File: src/rtl/axil_read_arbiter.sv
// Round-robin AXI-Lite read arbiter: NUM_MASTERS requesters share one downstream
// read slave, one transaction in flight, out-of-range reads answered with DECERR.
module axil_read_arbiter #(
  parameter int                    NUM_MASTERS = 2,
  parameter int                    ADDR_WIDTH  = 32,
  parameter int                    DATA_WIDTH  = 32,
  parameter logic [ADDR_WIDTH-1:0] ADDR_LIMIT  = 32'h0000_1000,
  localparam int                   IDX_W       = (NUM_MASTERS > 1) ? $clog2(NUM_MASTERS) : 1
) (
  input  logic                              S_AXIL_ACLK,
  input  logic                              S_AXIL_ARESET,
  input  logic [NUM_MASTERS-1:0]            S_AXIL_ARVALID,
  output logic [NUM_MASTERS-1:0]            S_AXIL_ARREADY,
  input  logic [NUM_MASTERS*ADDR_WIDTH-1:0] S_AXIL_ARADDR,
  input  logic [NUM_MASTERS*3-1:0]          S_AXIL_ARPROT,
  output logic [NUM_MASTERS-1:0]            S_AXIL_RVALID,
  input  logic [NUM_MASTERS-1:0]            S_AXIL_RREADY,
  output logic [DATA_WIDTH-1:0]             S_AXIL_RDATA,
  output logic [1:0]                        S_AXIL_RRESP,
  output logic                              M_AXIL_ARVALID,
  input  logic                              M_AXIL_ARREADY,
  output logic [ADDR_WIDTH-1:0]             M_AXIL_ARADDR,
  output logic [2:0]                        M_AXIL_ARPROT,
  input  logic                              M_AXIL_RVALID,
  output logic                              M_AXIL_RREADY,
  input  logic [DATA_WIDTH-1:0]             M_AXIL_RDATA,
  input  logic [1:0]                        M_AXIL_RRESP,
  output logic [IDX_W-1:0]                  grant_idx,
  output logic                              busy
);

  typedef enum logic [2:0] {
    IDLE        = 3'd0,
    ADDR_ACCEPT = 3'd1,
    SLV_ADDR    = 3'd2,
    SLV_DATA    = 3'd3,
    RESP        = 3'd4
  } state_t;

  state_t                  state_r;
  state_t                  state_nxt_s;
  logic [IDX_W-1:0]        grant_r;
  logic [IDX_W-1:0]        last_grant_r;
  logic                    m_arvalid_r;
  logic [ADDR_WIDTH-1:0]   m_araddr_r;
  logic [2:0]              m_arprot_r;
  logic [DATA_WIDTH-1:0]   s_rdata_r;
  logic [1:0]              s_rresp_r;

  logic                    req_any_s;
  logic                    pick_found_s;
  logic [IDX_W-1:0]        pick_idx_s;
  logic [ADDR_WIDTH-1:0]   sel_addr_s;
  logic [2:0]              sel_prot_s;
  logic                    in_range_s;
  logic                    rready_sel_s;
  logic [NUM_MASTERS-1:0]  arready_s;
  logic [NUM_MASTERS-1:0]  rvalid_s;

  assign req_any_s    = |S_AXIL_ARVALID;
  assign sel_addr_s   = S_AXIL_ARADDR[int'(grant_r)*ADDR_WIDTH +: ADDR_WIDTH];
  assign sel_prot_s   = S_AXIL_ARPROT[int'(grant_r)*3 +: 3];
  assign in_range_s   = (sel_addr_s < ADDR_LIMIT);
  assign rready_sel_s = S_AXIL_RREADY[grant_r];

  // Round-robin pick: first requester searching upward from last_grant+1, wrapping
  always_comb begin
    pick_found_s = 1'b0;
    pick_idx_s   = last_grant_r;
    for (int i = 1; i <= NUM_MASTERS; i++) begin
      if (!pick_found_s && S_AXIL_ARVALID[(int'(last_grant_r) + i) % NUM_MASTERS]) begin
        pick_found_s = 1'b1;
        pick_idx_s   = IDX_W'((int'(last_grant_r) + i) % NUM_MASTERS);
      end else begin
        pick_found_s = pick_found_s;
      end
    end
  end

  // State register
  always_ff @(posedge S_AXIL_ACLK) begin
    if (S_AXIL_ARESET) begin
      state_r <= IDLE;
    end else begin
      state_r <= state_nxt_s;
    end
  end

  // Next-state decode
  always_comb begin
    state_nxt_s = state_r;
    case (state_r)
      IDLE: begin
        if (req_any_s) state_nxt_s = ADDR_ACCEPT;
        else           state_nxt_s = IDLE;
      end
      ADDR_ACCEPT: begin
        if (in_range_s) state_nxt_s = SLV_ADDR;
        else            state_nxt_s = RESP;
      end
      SLV_ADDR: begin
        if (M_AXIL_ARREADY) state_nxt_s = SLV_DATA;
        else                state_nxt_s = SLV_ADDR;
      end
      SLV_DATA: begin
        if (M_AXIL_RVALID) state_nxt_s = RESP;
        else               state_nxt_s = SLV_DATA;
      end
      RESP: begin
        if (rready_sel_s) state_nxt_s = IDLE;
        else              state_nxt_s = RESP;
      end
      default: state_nxt_s = IDLE;
    endcase
  end

  // Grant bookkeeping and registered channel payloads
  always_ff @(posedge S_AXIL_ACLK) begin
    if (S_AXIL_ARESET) begin
      grant_r      <= '0;
      last_grant_r <= IDX_W'(NUM_MASTERS - 1);
      m_arvalid_r  <= 1'b0;
      m_araddr_r   <= '0;
      m_arprot_r   <= 3'b000;
      s_rdata_r    <= '0;
      s_rresp_r    <= 2'b00;
    end else begin
      case (state_r)
        IDLE: begin
          if (req_any_s) grant_r <= pick_idx_s;
        end
        ADDR_ACCEPT: begin
          if (in_range_s) begin
            m_araddr_r  <= sel_addr_s;
            m_arprot_r  <= sel_prot_s;
            m_arvalid_r <= 1'b1;
          end else begin
            s_rdata_r <= '0;
            s_rresp_r <= 2'b11;
          end
        end
        SLV_ADDR: begin
          if (M_AXIL_ARREADY) m_arvalid_r <= 1'b0;
        end
        SLV_DATA: begin
          if (M_AXIL_RVALID) begin
            s_rdata_r <= M_AXIL_RDATA;
            s_rresp_r <= M_AXIL_RRESP;
          end
        end
        RESP: begin
          if (rready_sel_s) last_grant_r <= grant_r;
        end
        default: begin
          m_arvalid_r <= 1'b0;
        end
      endcase
    end
  end

  // One-hot handshake strobes decoded from the registered state and grant
  always_comb begin
    arready_s = '0;
    rvalid_s  = '0;
    if (state_r == ADDR_ACCEPT) begin
      arready_s[grant_r] = 1'b1;
    end else begin
      arready_s = '0;
    end
    if (state_r == RESP) begin
      rvalid_s[grant_r] = 1'b1;
    end else begin
      rvalid_s = '0;
    end
  end

  assign S_AXIL_ARREADY = arready_s;
  assign S_AXIL_RVALID  = rvalid_s;
  assign S_AXIL_RDATA   = s_rdata_r;
  assign S_AXIL_RRESP   = s_rresp_r;
  assign M_AXIL_ARVALID = m_arvalid_r;
  assign M_AXIL_ARADDR  = m_araddr_r;
  assign M_AXIL_ARPROT  = m_arprot_r;
  assign M_AXIL_RREADY  = (state_r == SLV_DATA);
  assign grant_idx      = grant_r;
  assign busy           = (state_r != IDLE);

endmodule
File: config.mk
export PLATFORM = sky130hd
export DESIGN_NAME = axil_read_arbiter
export DESIGN_NICKNAME = d
export VERILOG_FILES = /design/src/rtl/axil_read_arbiter.sv
export SDC_FILE = /design/constraint.sdc
export NUM_CORES = 1
export LEC_CHECK = 0
export ABC_AREA = 1
export ABC_CLOCK_PERIOD_IN_PS = 2000
export BUFFER_PORTS_ARGS = -buffer_cell sky130_fd_sc_hd__clkbuf_2
export CAP_MARGIN = 20
export CORE_MARGIN = 2
export CORE_UTILIZATION = 46
export DETAILED_ROUTE_END_ITERATION = 8
export PLACE_DENSITY = 0.81
export SLEW_MARGIN = 20
export SYNTH_ARGS = -nofsm -noshare
export SYNTH_HDL_FRONTEND = slang
export SYNTH_SLANG_ARGS = --single-unit
File: constraint.sdc
create_clock -name S_AXIL_ACLK -period 2 [get_ports S_AXIL_ACLK]
set_clock_uncertainty 0.05 [all_clocks]
set_input_delay 0.6 -clock S_AXIL_ACLK [delete_from_list [all_inputs] [get_ports S_AXIL_ACLK]]
set_output_delay 0.6 -clock S_AXIL_ACLK [all_outputs]
set_load 0.03 [all_outputs]
==> impl_summary.log, run 1 <==
[metrics] run status: finished with violations
[metrics] failing checks: negative setup slack
[metrics] critical path class: reg -> out
[metrics] starting density of the core: roughly 48%
[metrics] CTS tree: yes
[metrics] final cycle utilization of the critical path: 101%
[metrics] fin util: 66.3%
[metrics] total routed wirelength: 10900 µm
[metrics] gr usage total: about a quarter
[metrics] area enclosed by the die boundary: ~8900 µm²
[metrics] Diodes inserted: 0
[metrics] die boundary width: roughly 94 µm
[metrics] relative max-transition margin: between 50% and 60%
[metrics] Worst path top cell family by delay: buffers and inverters
[metrics] post-DR wirelength/cell: 12.1 µm
[metrics] net count of the mapped netlist: a little over 700
[metrics] data arrival time of the critical path: 1.38 ns
[metrics] number of warnings printed during yosys synthesis: 0
[metrics] initial drt markers: roughly 140
[metrics] Max IR drop VDD: about 570 µV
[metrics] unrepaired setup endpoints after global routing: true
[metrics] slowest cell delay on critical path: ~0.37 ns
[metrics] register-to-register path setup slack: 0.18 ns
[metrics] cell area after placement: 4840 µm²
[metrics] Critical Path Start Type: register
[metrics] vias post-DR: between 4000 and 5000
[metrics] sequential-to-total area share from yosys stat: 40.1%
[metrics] count of endpoints failing setup in the final report: 1
[metrics] worst path buffer plus inverter count: 4
[metrics] most frequent cell after synthesis: sky130_fd_sc_hd__nand2_1
[metrics] core area: between 7000 and 8000 µm²
[metrics] final design instance area without fill: approximately 5200 µm²
[metrics] area grow syn2layout: 38.2%
[metrics] number of CTS-inserted buffers: 9
[metrics] total congestion overflow: 0
[metrics] Pwr per Cell Area: around 730 nW/µm²
[metrics] maximum frequency from static timing analysis: between 400 and 500 MHz
[metrics] flip-flop and latch count after synthesis: 75
[metrics] count of different cell masters after synthesis: 24
[metrics] deepest level of the CTS H-tree: 3
[metrics] clock input transition at the sequential cells of the worst setup and hold paths: 0.08 ns
[metrics] area taken by flip-flops and latches: 1510 µm²
[metrics] syn avg cell area: 6.18 µm²
[metrics] vias in the first global route: 3915
[metrics] data required time of the critical path: around 1.4 ns
[metrics] number of antenna violations at the first check in global routing: 0
[metrics] layout filler cell count: roughly 740
[metrics] Setup crit end kind: output port
[metrics] Multi-input gate area: 1870 µm²
[metrics] number of flops mapped to enable cells by yosys: 0
[metrics] largest net degree at the start of global routing: between 40 and 50
[metrics] worst setup slack after layout: -0.0253 ns
[metrics] sinks on the clock net: 75
[metrics] top-level I/O count: around 190
[metrics] Root Driver: sky130_fd_sc_hd__clkbuf_8
[metrics] y dimension of the die: roughly 94 µm
[metrics] master of the slowest instance on the critical path: sky130_fd_sc_hd__dfxtp_4
[metrics] Remaining DRCs: 0
[metrics] proportion of synthesized flip-flops having asynchronous set or reset: 0%
[metrics] routability congestion estimate from global placement: 0.896
[metrics] ordered cell list for the critical path: inv_1 -> nor2_2 -> nand2_1 -> buf_8 -> clkinv_2 -> clkbuf_8
[metrics] maximum fanout count along the critical path: 20
[metrics] fraction of final layout cells with drive strength greater than 1: about a third
[metrics] Pleak: 2.83 nW
[metrics] Synth Flop Type: sky130_fd_sc_hd__dfxtp_1
[metrics] Synth area leader: sky130_fd_sc_hd__dfxtp_1
[metrics] fraction of post-synthesis cell area in the top cell type by area: 40.1%
[metrics] source-to-sink clock delay at the later pin of the worst-skew pair: 0.33 ns
[metrics] count of endpoints failing hold in the final timing report: 0
[metrics] Clock Tree Buf Depth: 2
[metrics] number of port buffers: approximately 190
[metrics] shortest period the worst path allows: a little over 2 ns
[metrics] maximum capacitance violations: 0
[metrics] Site Rows: 32
[metrics] DP HPWL: 8020 µm
[metrics] hold buffer count at cts: 0
[metrics] max-slew violation count: 0
[metrics] first-pass GRT wire length: around 17000 µm
[metrics] count of TritonRoute iterations in the first routing pass: 4
[metrics] Post-CTS Setup Repair Bufs: 0
[metrics] cell count after synthesis: approximately 610
[metrics] antenna-violating nets left: 0
[metrics] net count reported at finish: roughly 900
[metrics] commonest cells in the netlist: sky130_fd_sc_hd__nand2_1 (217), sky130_fd_sc_hd__nor2_1 (123), sky130_fd_sc_hd__dfxtp_1 (75)
[metrics] via count normalized by instance count: approximately 4.7
[metrics] min-delay worst type: reg -> reg
[metrics] Power Total: roughly 3.8 mW
[metrics] Synth area leaders: sky130_fd_sc_hd__dfxtp_1 (40%), sky130_fd_sc_hd__nand2_1 (22%), sky130_fd_sc_hd__nor2_1 (12%), sky130_fd_sc_hd__inv_1 (6.0%), sky130_fd_sc_hd__nand3_1 (5.1%)
[metrics] summed instance area of the synthesized netlist: between 3000 and 4000 µm²
[metrics] Worst Tran Pin Value: 0.653 ns
[final timing paths]
kind                                                     start                              to  cells past startpoint
worst max-delay path                     state_r[1]$_SDFF_PP0_                   M_AXIL_RREADY                      6
worst min-delay path            M_AXIL_ARADDR[27]$_SDFFE_PP0P_  M_AXIL_ARADDR[27]$_SDFFE_PP0P_                      2
worst max register to register          grant_idx$_SDFFE_PP0P_   S_AXIL_RDATA[11]$_SDFFE_PP0P_                     11
worst min register to register  M_AXIL_ARADDR[27]$_SDFFE_PP0P_  M_AXIL_ARADDR[27]$_SDFFE_PP0P_                      2
[placed cells by master, fill, tap and decap left out, types with 2 or more instances in the layout]
cell,n
sky130_fd_sc_hd__buf_6,3
sky130_fd_sc_hd__nand2_2,3
sky130_fd_sc_hd__dfxtp_4,3
sky130_fd_sc_hd__nor2_2,7
sky130_fd_sc_hd__inv_2,2
sky130_fd_sc_hd__buf_4,12
sky130_fd_sc_hd__clkbuf_8,12
sky130_fd_sc_hd__nand2_1,216
sky130_fd_sc_hd__inv_1,58
sky130_fd_sc_hd__nor3_4,2
sky130_fd_sc_hd__clkbuf_2,184
sky130_fd_sc_hd__a21oi_1,22
sky130_fd_sc_hd__nor2_1,117
sky130_fd_sc_hd__o21ai_0,3
sky130_fd_sc_hd__nand3_1,38
sky130_fd_sc_hd__buf_12,4
sky130_fd_sc_hd__bufinv_16,2
sky130_fd_sc_hd__clkinvlp_4,2
sky130_fd_sc_hd__dfxtp_1,72
sky130_fd_sc_hd__nand4_1,17
sky130_fd_sc_hd__nor2_4,4
[area by class of cell]
cell class              instances  area share [%]
clock inverters                 5            1.62
multi-input cells             435            36.1
inverters                      63            4.74
clock buffers                  11            2.92
repair buffers                207            22.9
flip-flops and latches         75            29.2
well taps                     102            2.46
[worst min-delay path, cell delays in order, from the launching register on]
cell and delay (ns):
sky130_fd_sc_hd__dfxtp_1 0.31, sky130_fd_sc_hd__nand2_1 0.06, sky130_fd_sc_hd__nor2_1 0.03
[logic make-up (layout without fill, tap and decap cells)]
group           count (synthesis)  after routing  synth area share (%)
compound gates                 27             27                  3.74
buf+inv                        96            286                  11.1
flops                          75             75                  40.1
simple gates                  408            408                  45.1
[registers in the layout (all words and copies together), names as in the netlist]
| name | count |
|---|---|
| last_grant_r | 1 |
| M_AXIL_ARPROT | 3 |
| S_AXIL_RRESP | 2 |
| M_AXIL_ARADDR | 32 |
| state_r | 3 |
| grant_idx | 1 |
| S_AXIL_RDATA | 32 |
| M_AXIL_ARVALID | 1 |
[metal layers]
layer | GRT usage, % | share of wire (%)
met5 | 0 | 0
met2 | 41.8 | 50
met1 | 29.3 | 42
met4 | 8.21 | 1.4
met3 | 5.78 | 6.7
[power breakdown]
part	total [mW]	internal (mW)	switching, mW
logic	0.836	0.302	0.534
clock network	1.34	0.776	0.563
registers	1.61	1.57	0.0481
[per-stage QoR]
| stage | cells | setup TNS [ns] | hold slack, ns | setup slack, ns |
|---|---|---|---|---|
| finish | 898 | -0.0253 | 0.391 | -0.0253 |
| global route | 898 | -0.357 | 0.410 | -0.0881 |
| CTS | 897 | -1.92 | 0.392 | -0.101 |
| detailed placement | 881 | -4.82 | 0.379 | -0.266 |
| global placement | 881 | -3.93 | 0.374 | -0.214 |
| floorplan | 606 | -0.00687 | 0.438 | -0.00344 |
[what timing repair did]
action	in CTS	in global routing
pin swaps	0	2
endpoints found under the setup margin	24	40
gates cloned	0	1
gates resized for setup	11	19
No activity file was read; power rests on OpenSTA's default activity.
==> run 2: changes to the inputs <==
- ABC_AREA: 1 -> unset
- ABC_CLOCK_PERIOD_IN_PS: 2000 -> unset
- CORE_UTILIZATION: 46 -> 43
- PLACE_DENSITY: 0.81 -> 0.8
==> run 2 against run 1 <==
Net effect:
- register-to-register slack lost 0.11 ns
- utilization rose by 1.7 points
- worst hold slack improved by 0.027 ns
- power shrank 17%
- first-iteration DRC count decreased by 13%
- the flow now finishes without violations
- critical endpoint is now S_AXIL_ARREADY[1]
- die area fell by 11%
- sequential share of layout area rose by 3.0 points
- sequential cell count is the same
- non-clock buffer count unchanged
==> impl_summary.log, run 2 <==
[metrics] ordered cell list for the critical path: or3b_4 -> nor2_4 -> buf_6
[metrics] sinks on the clock net: 75 (unchanged)
[metrics] net count reported at finish: 634 (-30%)
[metrics] unrepaired setup endpoints after global routing: true
[metrics] DP HPWL: 6270 µm (-22%)
[metrics] cell area after placement: 4190 µm² (-13%)
[metrics] fin util: 68.1% (+1.7 points)
[metrics] largest net degree at the start of global routing: 53 (+10%)
[metrics] post-DR wirelength/cell: 14.3 µm (+18%)
[metrics] count of endpoints failing hold in the final timing report: 0 (unchanged)
[metrics] routability congestion estimate from global placement: 0.781 (-13%)
[metrics] maximum frequency from static timing analysis: 506 MHz (+2.5%)
[metrics] CTS tree: yes
[metrics] Synth Flop Type: sky130_fd_sc_hd__dfxtp_1
[metrics] source-to-sink clock delay at the later pin of the worst-skew pair: 0.33 ns (about the same)
[metrics] syn avg cell area: 9.33 µm² (+51%)
[metrics] sequential-to-total area share from yosys stat: 48.5% (+8.4 points)
[metrics] number of port buffers: 188 (unchanged)
[metrics] number of flops mapped to enable cells by yosys: 0 (unchanged)
[metrics] master of the slowest instance on the critical path: sky130_fd_sc_hd__or3b_4
[metrics] count of TritonRoute iterations in the first routing pass: 4 (unchanged)
[metrics] final cycle utilization of the critical path: 98.8% (-2.5 points)
[metrics] cell count after synthesis: 332 (-45%)
[metrics] max-slew violation count: 0 (unchanged)
[metrics] vias post-DR: 3139 (-26%)
[metrics] Clock Tree Buf Depth: 2 (unchanged)
[metrics] commonest cells in the netlist: sky130_fd_sc_hd__dfxtp_1 (75), sky130_fd_sc_hd__a21oi_1 (40), sky130_fd_sc_hd__nand2_1 (36)
[metrics] net count of the mapped netlist: 444 (-38%)
[metrics] worst hold-check slack: 0.418 ns (+0.0274 ns)
[metrics] count of different cell masters after synthesis: 34 (+42%)
[metrics] area enclosed by the die boundary: 7900 µm² (-11%)
[metrics] antenna-violating nets left: 0 (unchanged)
[metrics] flip-flop and latch count after synthesis: 75 (unchanged)
[metrics] Max IR drop VDD: 373 µV (-35%)
[metrics] top-level I/O count: 189 (unchanged)
[metrics] summed instance area of the synthesized netlist: 3100 µm² (-17%)
[metrics] Diodes inserted: 0 (unchanged)
[metrics] initial drt markers: 124 (-13%)
[metrics] Site Rows: 30 (-6.3%)
[metrics] Root Driver: sky130_fd_sc_hd__clkbuf_8
[metrics] vias in the first global route: 2893 (-26%)
[metrics] Setup crit end kind: output port
[metrics] commonest non-fill, non-tap cell in the layout: sky130_fd_sc_hd__clkbuf_2
[metrics] number of antenna violations at the first check in global routing: 0 (unchanged)
[metrics] first-pass GRT wire length: 13000 µm (-25%)
[metrics] fraction of post-synthesis cell area in the top cell type by area: 48.5% (+8.4 points)
[metrics] area grow syn2layout: 51.0%
[metrics] Worst path top cell family by delay: simple AND/OR/NAND/NOR gates
[metrics] layout filler cell count: 522 (-29%)
[metrics] most frequent cell after synthesis: sky130_fd_sc_hd__dfxtp_1
[metrics] fraction of final layout cells with drive strength greater than 1: 53.3% (+22 points)
[metrics] clock input transition at the sequential cells of the worst setup and hold paths: 0.07 ns (about the same)
[metrics] data required time of the critical path: 1.35 ns (about the same)
[metrics] starting density of the core: 45.1% (-2.9 points)
[metrics] number of warnings printed during yosys synthesis: 0 (unchanged)
[metrics] worst path buffer plus inverter count: 1 (-3)
[metrics] gr usage total: 21.3% (-2.9 points)
[metrics] deepest level of the CTS H-tree: 3 (unchanged)
[metrics] relative max-transition margin: 62.2% (+5.9 points)
[metrics] shortest period the worst path allows: 1.98 ns (-0.0495 ns)
[metrics] Synth area leaders: sky130_fd_sc_hd__dfxtp_1 (48%), sky130_fd_sc_hd__a211oi_1 (7.8%), sky130_fd_sc_hd__a21oi_1 (6.5%), sky130_fd_sc_hd__a211oi_2 (6.1%), sky130_fd_sc_hd__mux2i_1 (5.2%)
[metrics] proportion of synthesized flip-flops having asynchronous set or reset: 0% (unchanged)
[metrics] slowest cell delay on critical path: 0.44 ns (+0.07 ns)
[metrics] run status: complete, no violations
[metrics] min-delay worst type: reg -> reg
[metrics] commonest cells after routing, fill and taps aside: sky130_fd_sc_hd__clkbuf_2 (183), sky130_fd_sc_hd__dfxtp_1 (73), sky130_fd_sc_hd__a21oi_1 (40)
[metrics] Pleak: 1.98 nW (-30%)
[metrics] total routed wirelength: 8910 µm (-18%)
[metrics] Remaining DRCs: 0 (unchanged)
[metrics] y dimension of the die: 88.9 µm (-5.7%)
[metrics] maximum capacitance violations: 0 (unchanged)
[metrics] Critical Path Start Type: register
[metrics] count of endpoints failing setup in the final report: 0 (-1)
[metrics] number of CTS-inserted buffers: 9 (unchanged)
[metrics] total negative setup slack: 0 ns (+0.0253 ns)
[metrics] total congestion overflow: 0 (unchanged)
[metrics] Synth area leader: sky130_fd_sc_hd__dfxtp_1
[metrics] final design instance area without fill: 4680 µm² (-9.7%)
[metrics] via count normalized by instance count: 5.04 (+6.2%)
[metrics] maximum fanout count along the critical path: 3 (-85%)
[metrics] critical path class: reg -> out
[metrics] Worst Tran Pin Value: 0.567 ns (-0.0857 ns)
[metrics] core area: 6870 µm² (-12%)
[metrics] Pwr per Cell Area: 670 nW/µm² (-8.5%)
[metrics] die boundary width: 88.9 µm (-5.7%)
[metrics] data arrival time of the critical path: 1.33 ns (-0.05 ns)
[run 2: cell types whose count changed after synthesis, sizes merged, moves of 3 or more]
| cell | delta |
|---|---|
| nand4 | -15 |
| a21oi | +18 |
| nor4 | +7 |
| nand3 | -37 |
| nor2b | +4 |
| mux2i | +16 |
| a211oi | +47 |
| clkbuf | -3 |
| nand2b | +3 |
| inv | -57 |
| nor2 | -102 |
| nand2 | -184 |
| and2 | +21 |
[run 2: final timing paths]
kind	startpoint	end	slack (ns)	cells past startpoint
setup / recovery	state_r[2]$_SDFF_PP0_	S_AXIL_ARREADY[1]	0.02	3
hold reg to reg	M_AXIL_ARADDR[14]$_SDFFE_PP0P_	M_AXIL_ARADDR[14]$_SDFFE_PP0P_	0.42	1
setup reg to reg	grant_idx$_SDFFE_PP0P_	M_AXIL_ARADDR[3]$_SDFFE_PP0P_	0.07	7
hold / removal	M_AXIL_ARADDR[14]$_SDFFE_PP0P_	M_AXIL_ARADDR[14]$_SDFFE_PP0P_	0.42	1
[run 2: worst reg2reg max path: stages, from the launching register on]
cell                       delay (ns)
sky130_fd_sc_hd__dfxtp_4         0.37
sky130_fd_sc_hd__nor4_2          0.29
sky130_fd_sc_hd__nand4_1         0.21
sky130_fd_sc_hd__a221oi_4        0.37
sky130_fd_sc_hd__buf_12          0.16
sky130_fd_sc_hd__buf_12          0.14
sky130_fd_sc_hd__nor2_1          0.06
sky130_fd_sc_hd__a211oi_2        0.20
[run 2: what timing repair did]
item                       4_1_cts  5_1_grt
hold buffers                     0        0
gates resized for setup         19       36
cloned                           0        1
setup endpoints to repair       51       48
pin swaps                        2        5
setup buffers                    1        2
[run 2: per-stage QoR]
step | setup WS (ns) | instances | power [mW]
2_1_floorplan | -0.0311 | 332 | 1.74
3_3_place_gp | -0.292 | 603 | 1.91
3_5_place_dp | -0.344 | 603 | 1.92
4_1_cts | -0.0239 | 620 | 3.13
5_1_grt | -0.0242 | 623 | 3.27
6_report | 0.0242 | 623 | 3.13
[run 2: routing by layer]
metal | up-vias | track usage, % | part of all wire (%)
met5 | - | 0 | 0
met4 | 0 | 7.44 | 1.3
met3 | 12 | 5.41 | 6.6
met2 | 113 | 37.9 | 53
met1 | 1446 | 24.7 | 39
li1 | 1568 | - | -
[run 2: report_power, final]
| group | leakage (nW) | switching [mW] | internal, mW |
|---|---|---|---|
| clock | 0.0995 | 0.575 | 0.621 |
| sequential | 0.606 | 0.0103 | 1.51 |
| combinational | 1.28 | 0.231 | 0.189 |
| total | 1.98 | 0.816 | 2.32 |
[run 2: cell type report]
type | instances | area (µm²) | share of cell area, %
well taps | 96 | 120 | 2.57
flip-flops and latches | 75 | 1510 | 32.2
inverters | 4 | 15.0 | 0.321
multi-input cells | 225 | 1630 | 34.9
clock buffers | 10 | 138 | 2.94
clock inverters | 6 | 71.3 | 1.53
repair buffers | 207 | 1190 | 25.5
[run 2: logic make-up (layout without fill, tap and decap cells)]
| family | count (synthesis) | count (layout) | share of synthesized area, % |
|---|---|---|---|
| AOI/OAI and AO/OA | 100 | 100 | 24.1 |
| buffers and inverters | 32 | 227 | 5.09 |
| DFF | 75 | 75 | 48.5 |
| muxes | 16 | 16 | 5.17 |
| and+or+nand+nor | 109 | 109 | 17.2 |
==> run 3: changes to the inputs <==
- SETUP_SLACK_MARGIN: unset -> 0.3
==> run 3 against run 2 <==
Net effect:
- utilization increased by 8.3 points
- fmax decreased by 0.66%
- setup slack got worse by 0.013 ns
- first-iteration DRC count increased by 2.4%
- register-to-register slack about the same
- largest cell class unchanged
==> impl_summary.log, run 3 (synthesized netlist as in run 2, its figures left out) <==
[metrics] initial drt markers: 127 (+2.4%)
[metrics] count of TritonRoute iterations in the first routing pass: 4 (unchanged)
[metrics] Worst Tran Pin Value: 0.477 ns (-0.0902 ns)
[metrics] DP HPWL: 6620 µm (+5.6%)
[metrics] top-level I/O count: 189 (unchanged)
[metrics] max-slew violation count: 0 (unchanged)
[metrics] endpoint of the worst hold-timing path: M_AXIL_ARADDR[28]$_SDFFE_PP0P_
[metrics] worst hold-check slack: 0.418 ns (-0.000303 ns)
[metrics] CTS tree: yes
[metrics] worst-case reg-to-reg path depth: 8 (+1)
[metrics] Diodes inserted: 0 (unchanged)
[metrics] area enclosed by the die boundary: 7900 µm² (unchanged)
[metrics] Max IR drop VDD: 486 µV (+30%)
[metrics] Inst Count DP: 605 (+0.33%)
[metrics] met3 track demand over resource: 6.90% (+1.5 points)
[metrics] vias in the first global route: 3312 (+14%)
[metrics] relative max-transition margin: 68.1% (+5.9 points)
[metrics] data arrival time of the critical path: 1.34 ns (about the same)
[metrics] vias post-DR: 3316 (+5.6%)
[metrics] area grow syn2layout: 69.3%
[metrics] antenna-violating nets left: 0 (unchanged)
[metrics] shortest period the worst path allows: 1.99 ns (+0.0131 ns)
[metrics] routability congestion estimate from global placement: 0.726 (-7.1%)
[metrics] final cell count without fillers: 640 (+2.7%)
[metrics] Clock Tree Buf Depth: 2 (unchanged)
[metrics] Root Driver: sky130_fd_sc_hd__clkbuf_8
[metrics] net count reported at finish: 652 (+2.8%)
[metrics] commonest cells after routing, fill and taps aside: sky130_fd_sc_hd__clkbuf_2 (180), sky130_fd_sc_hd__dfxtp_1 (73), sky130_fd_sc_hd__a211oi_2 (47)
[metrics] count of endpoints failing setup in the final report: 0 (unchanged)
[metrics] data required time of the critical path: 1.35 ns (about the same)
[metrics] ordered cell list for the critical path: or3b_4 -> nor2_4 -> buf_8
[metrics] grt peak-use layer: met2
[metrics] GR Layer Usage met1: 25.8% (+1.0 points)
[metrics] total congestion overflow: 0 (unchanged)
[metrics] slowest cell delay on critical path: 0.44 ns (about the same)
[metrics] min-delay worst type: reg -> reg
[metrics] worst path buffer plus inverter count: 1 (unchanged)
[metrics] die boundary width: 88.9 µm (unchanged)
[metrics] post-DR wirelength/cell: 15.9 µm (+12%)
[metrics] startpoint of the lowest-slack hold path: M_AXIL_ARADDR[28]$_SDFFE_PP0P_
[metrics] Remaining DRCs: 0 (unchanged)
[metrics] worst reg2reg path startpoint: grant_idx$_SDFFE_PP0P_
[metrics] count of endpoints failing hold in the final timing report: 0 (unchanged)
[metrics] maximum frequency from static timing analysis: 503 MHz (-0.66%)
[metrics] clock input transition at the sequential cells of the worst setup and hold paths: 0.08 ns (about the same)
[metrics] unrepaired setup endpoints after global routing: true
[metrics] Setup crit end kind: output port
[metrics] starting density of the core: 45.1% (unchanged)
[metrics] run status: complete, no violations
[metrics] reg2reg end: M_AXIL_ARADDR[20]$_SDFFE_PP0P_
[metrics] number of antenna violations at the first check in global routing: 0 (unchanged)
[metrics] gr usage total: 24.9% (+3.6 points)
[metrics] Hold Path Depth: 1 (unchanged)
[metrics] via count normalized by instance count: 5.18 (+2.8%)
[metrics] total routed wirelength: 10200 µm (+15%)
[metrics] Critical Path Start Type: register
[metrics] source-to-sink clock delay at the later pin of the worst-skew pair: 0.34 ns (about the same)
[metrics] Pwr per Cell Area: 658 nW/µm² (-1.8%)
[metrics] Worst path top cell family by delay: simple AND/OR/NAND/NOR gates
[metrics] total negative setup slack: 0 ns (unchanged)
[metrics] largest net degree at the start of global routing: 59 (+11%)
[metrics] maximum fanout count along the critical path: 3 (unchanged)
[metrics] number of CTS-inserted buffers: 9 (unchanged)
[metrics] sinks on the clock net: 75 (unchanged)
[metrics] M2 GR Usage: 46.9% (+9.1 points)
[metrics] Pleak: 2.23 nW (+12%)
[metrics] critical path class: reg -> out
[metrics] Site Rows: 30 (unchanged)
[metrics] deepest level of the CTS H-tree: 3 (unchanged)
[metrics] fraction of final layout cells with drive strength greater than 1: 61.8% (+8.4 points)
[metrics] master of the slowest instance on the critical path: sky130_fd_sc_hd__or3b_4
[metrics] commonest non-fill, non-tap cell in the layout: sky130_fd_sc_hd__clkbuf_2
[metrics] maximum capacitance violations: 0 (unchanged)
[metrics] y dimension of the die: 88.9 µm (unchanged)
[metrics] final cycle utilization of the critical path: 99.4% (+0.66 points)
[metrics] first-pass GRT wire length: 15000 µm (+15%)
[metrics] number of port buffers: 188 (unchanged)
[metrics] core area: 6870 µm² (unchanged)
[metrics] register-to-register path setup slack: 0.07 ns (about the same)
run 3: cell types whose count changed in the layout (fill, tap and decap cells not counted), moves of 3 or more:
cell and delta:
sky130_fd_sc_hd__buf_8 +6, sky130_fd_sc_hd__clkbuf_2 -3, sky130_fd_sc_hd__a211oi_1 -8, sky130_fd_sc_hd__a211oi_2 +8, sky130_fd_sc_hd__nor2_1 -15, sky130_fd_sc_hd__nor2_4 +21, sky130_fd_sc_hd__buf_6 +6, sky130_fd_sc_hd__nor2_2 -3
sky130_fd_sc_hd__and2_1 -10, sky130_fd_sc_hd__and2_4 +10
run 3: worst reg2reg max path, delay by kind of cell, from the launching register on:
| family | cells | cell delay (ns) |
|---|---|---|
| DFF | 1 | 0.38 |
| and+or+nand+nor | 4 | 0.54 |
| buffers and inverters | 3 | 0.49 |
| AOI/OAI and AO/OA | 1 | 0.36 |
run 3: timing repair:
action	in CTS	in global routing
gates cloned	9	1
endpoints found under the setup margin	78	78
hold buffers	0	0
hold endpoints to repair	0	0
resized for setup	87	23
setup buffers	9	1
pin swaps	33	14
run 3: how the worst max path moves through the flow:
stage / startpoint / to / slack, ns / cells after the start
3_3_place_gp: S_AXIL_ARADDR[62] / S_AXIL_RRESP[0]$_SDFFE_PP0P_ / -0.24 / 8
6_report: state_r[1]$_SDFF_PP0_ / S_AXIL_ARREADY[1] / 0.01 / 3
3_5_place_dp: S_AXIL_ARADDR[18] / M_AXIL_ARADDR[26]$_SDFFE_PP0P_ / -0.30 / 6
2_1_floorplan: S_AXIL_ARADDR[62] / M_AXIL_ARADDR[12]$_SDFFE_PP0P_ / 0.01 / 6
5_1_grt: S_AXIL_ARADDR[48] / M_AXIL_ARADDR[20]$_SDFFE_PP0P_ / -0.05 / 9
4_1_cts: state_r[2]$_SDFF_PP0_ / S_AXIL_ARREADY[0] / -0.01 / 3
run 3: routing by layer:
metal	vias up	share of wire, %
met1	1564	37
li1	1608	-
met2	125	54
met3	19	6.7
met4	0	1.9
met5	-	0
run 3: layout make-up:
class | instances | area [µm²]
Tap cell | 96 | 120
Fill cell | 467 | 1630
Clock inverter | 4 | 98.8
Clock buffer | 11 | 141
Sequential cell | 75 | 1510
Timing Repair Buffer | 222 | 1460
Inverter | 4 | 17.5
Multi-Input combinational cell | 228 | 1900
run 3: power breakdown:
part	internal (mW)	switching, mW	leakage, nW
sequential	1.51	0.0110	0.606
clock	0.859	0.535	0.120
combinational	0.262	0.276	1.50
total	2.63	0.822	2.23
run 3: metrics by stage:
step	power (mW)	util, %	setup slack [ns]	area (µm²)
finish	3.45	76.3	0.0111	5240
global placement	1.96	64.0	-0.242	4390
CTS	3.45	74.9	-0.0130	5140
detailed placement	1.97	64.0	-0.299	4390
global route	3.58	76.3	-0.0511	5240
floorplan	1.79	-	0.0106	3350
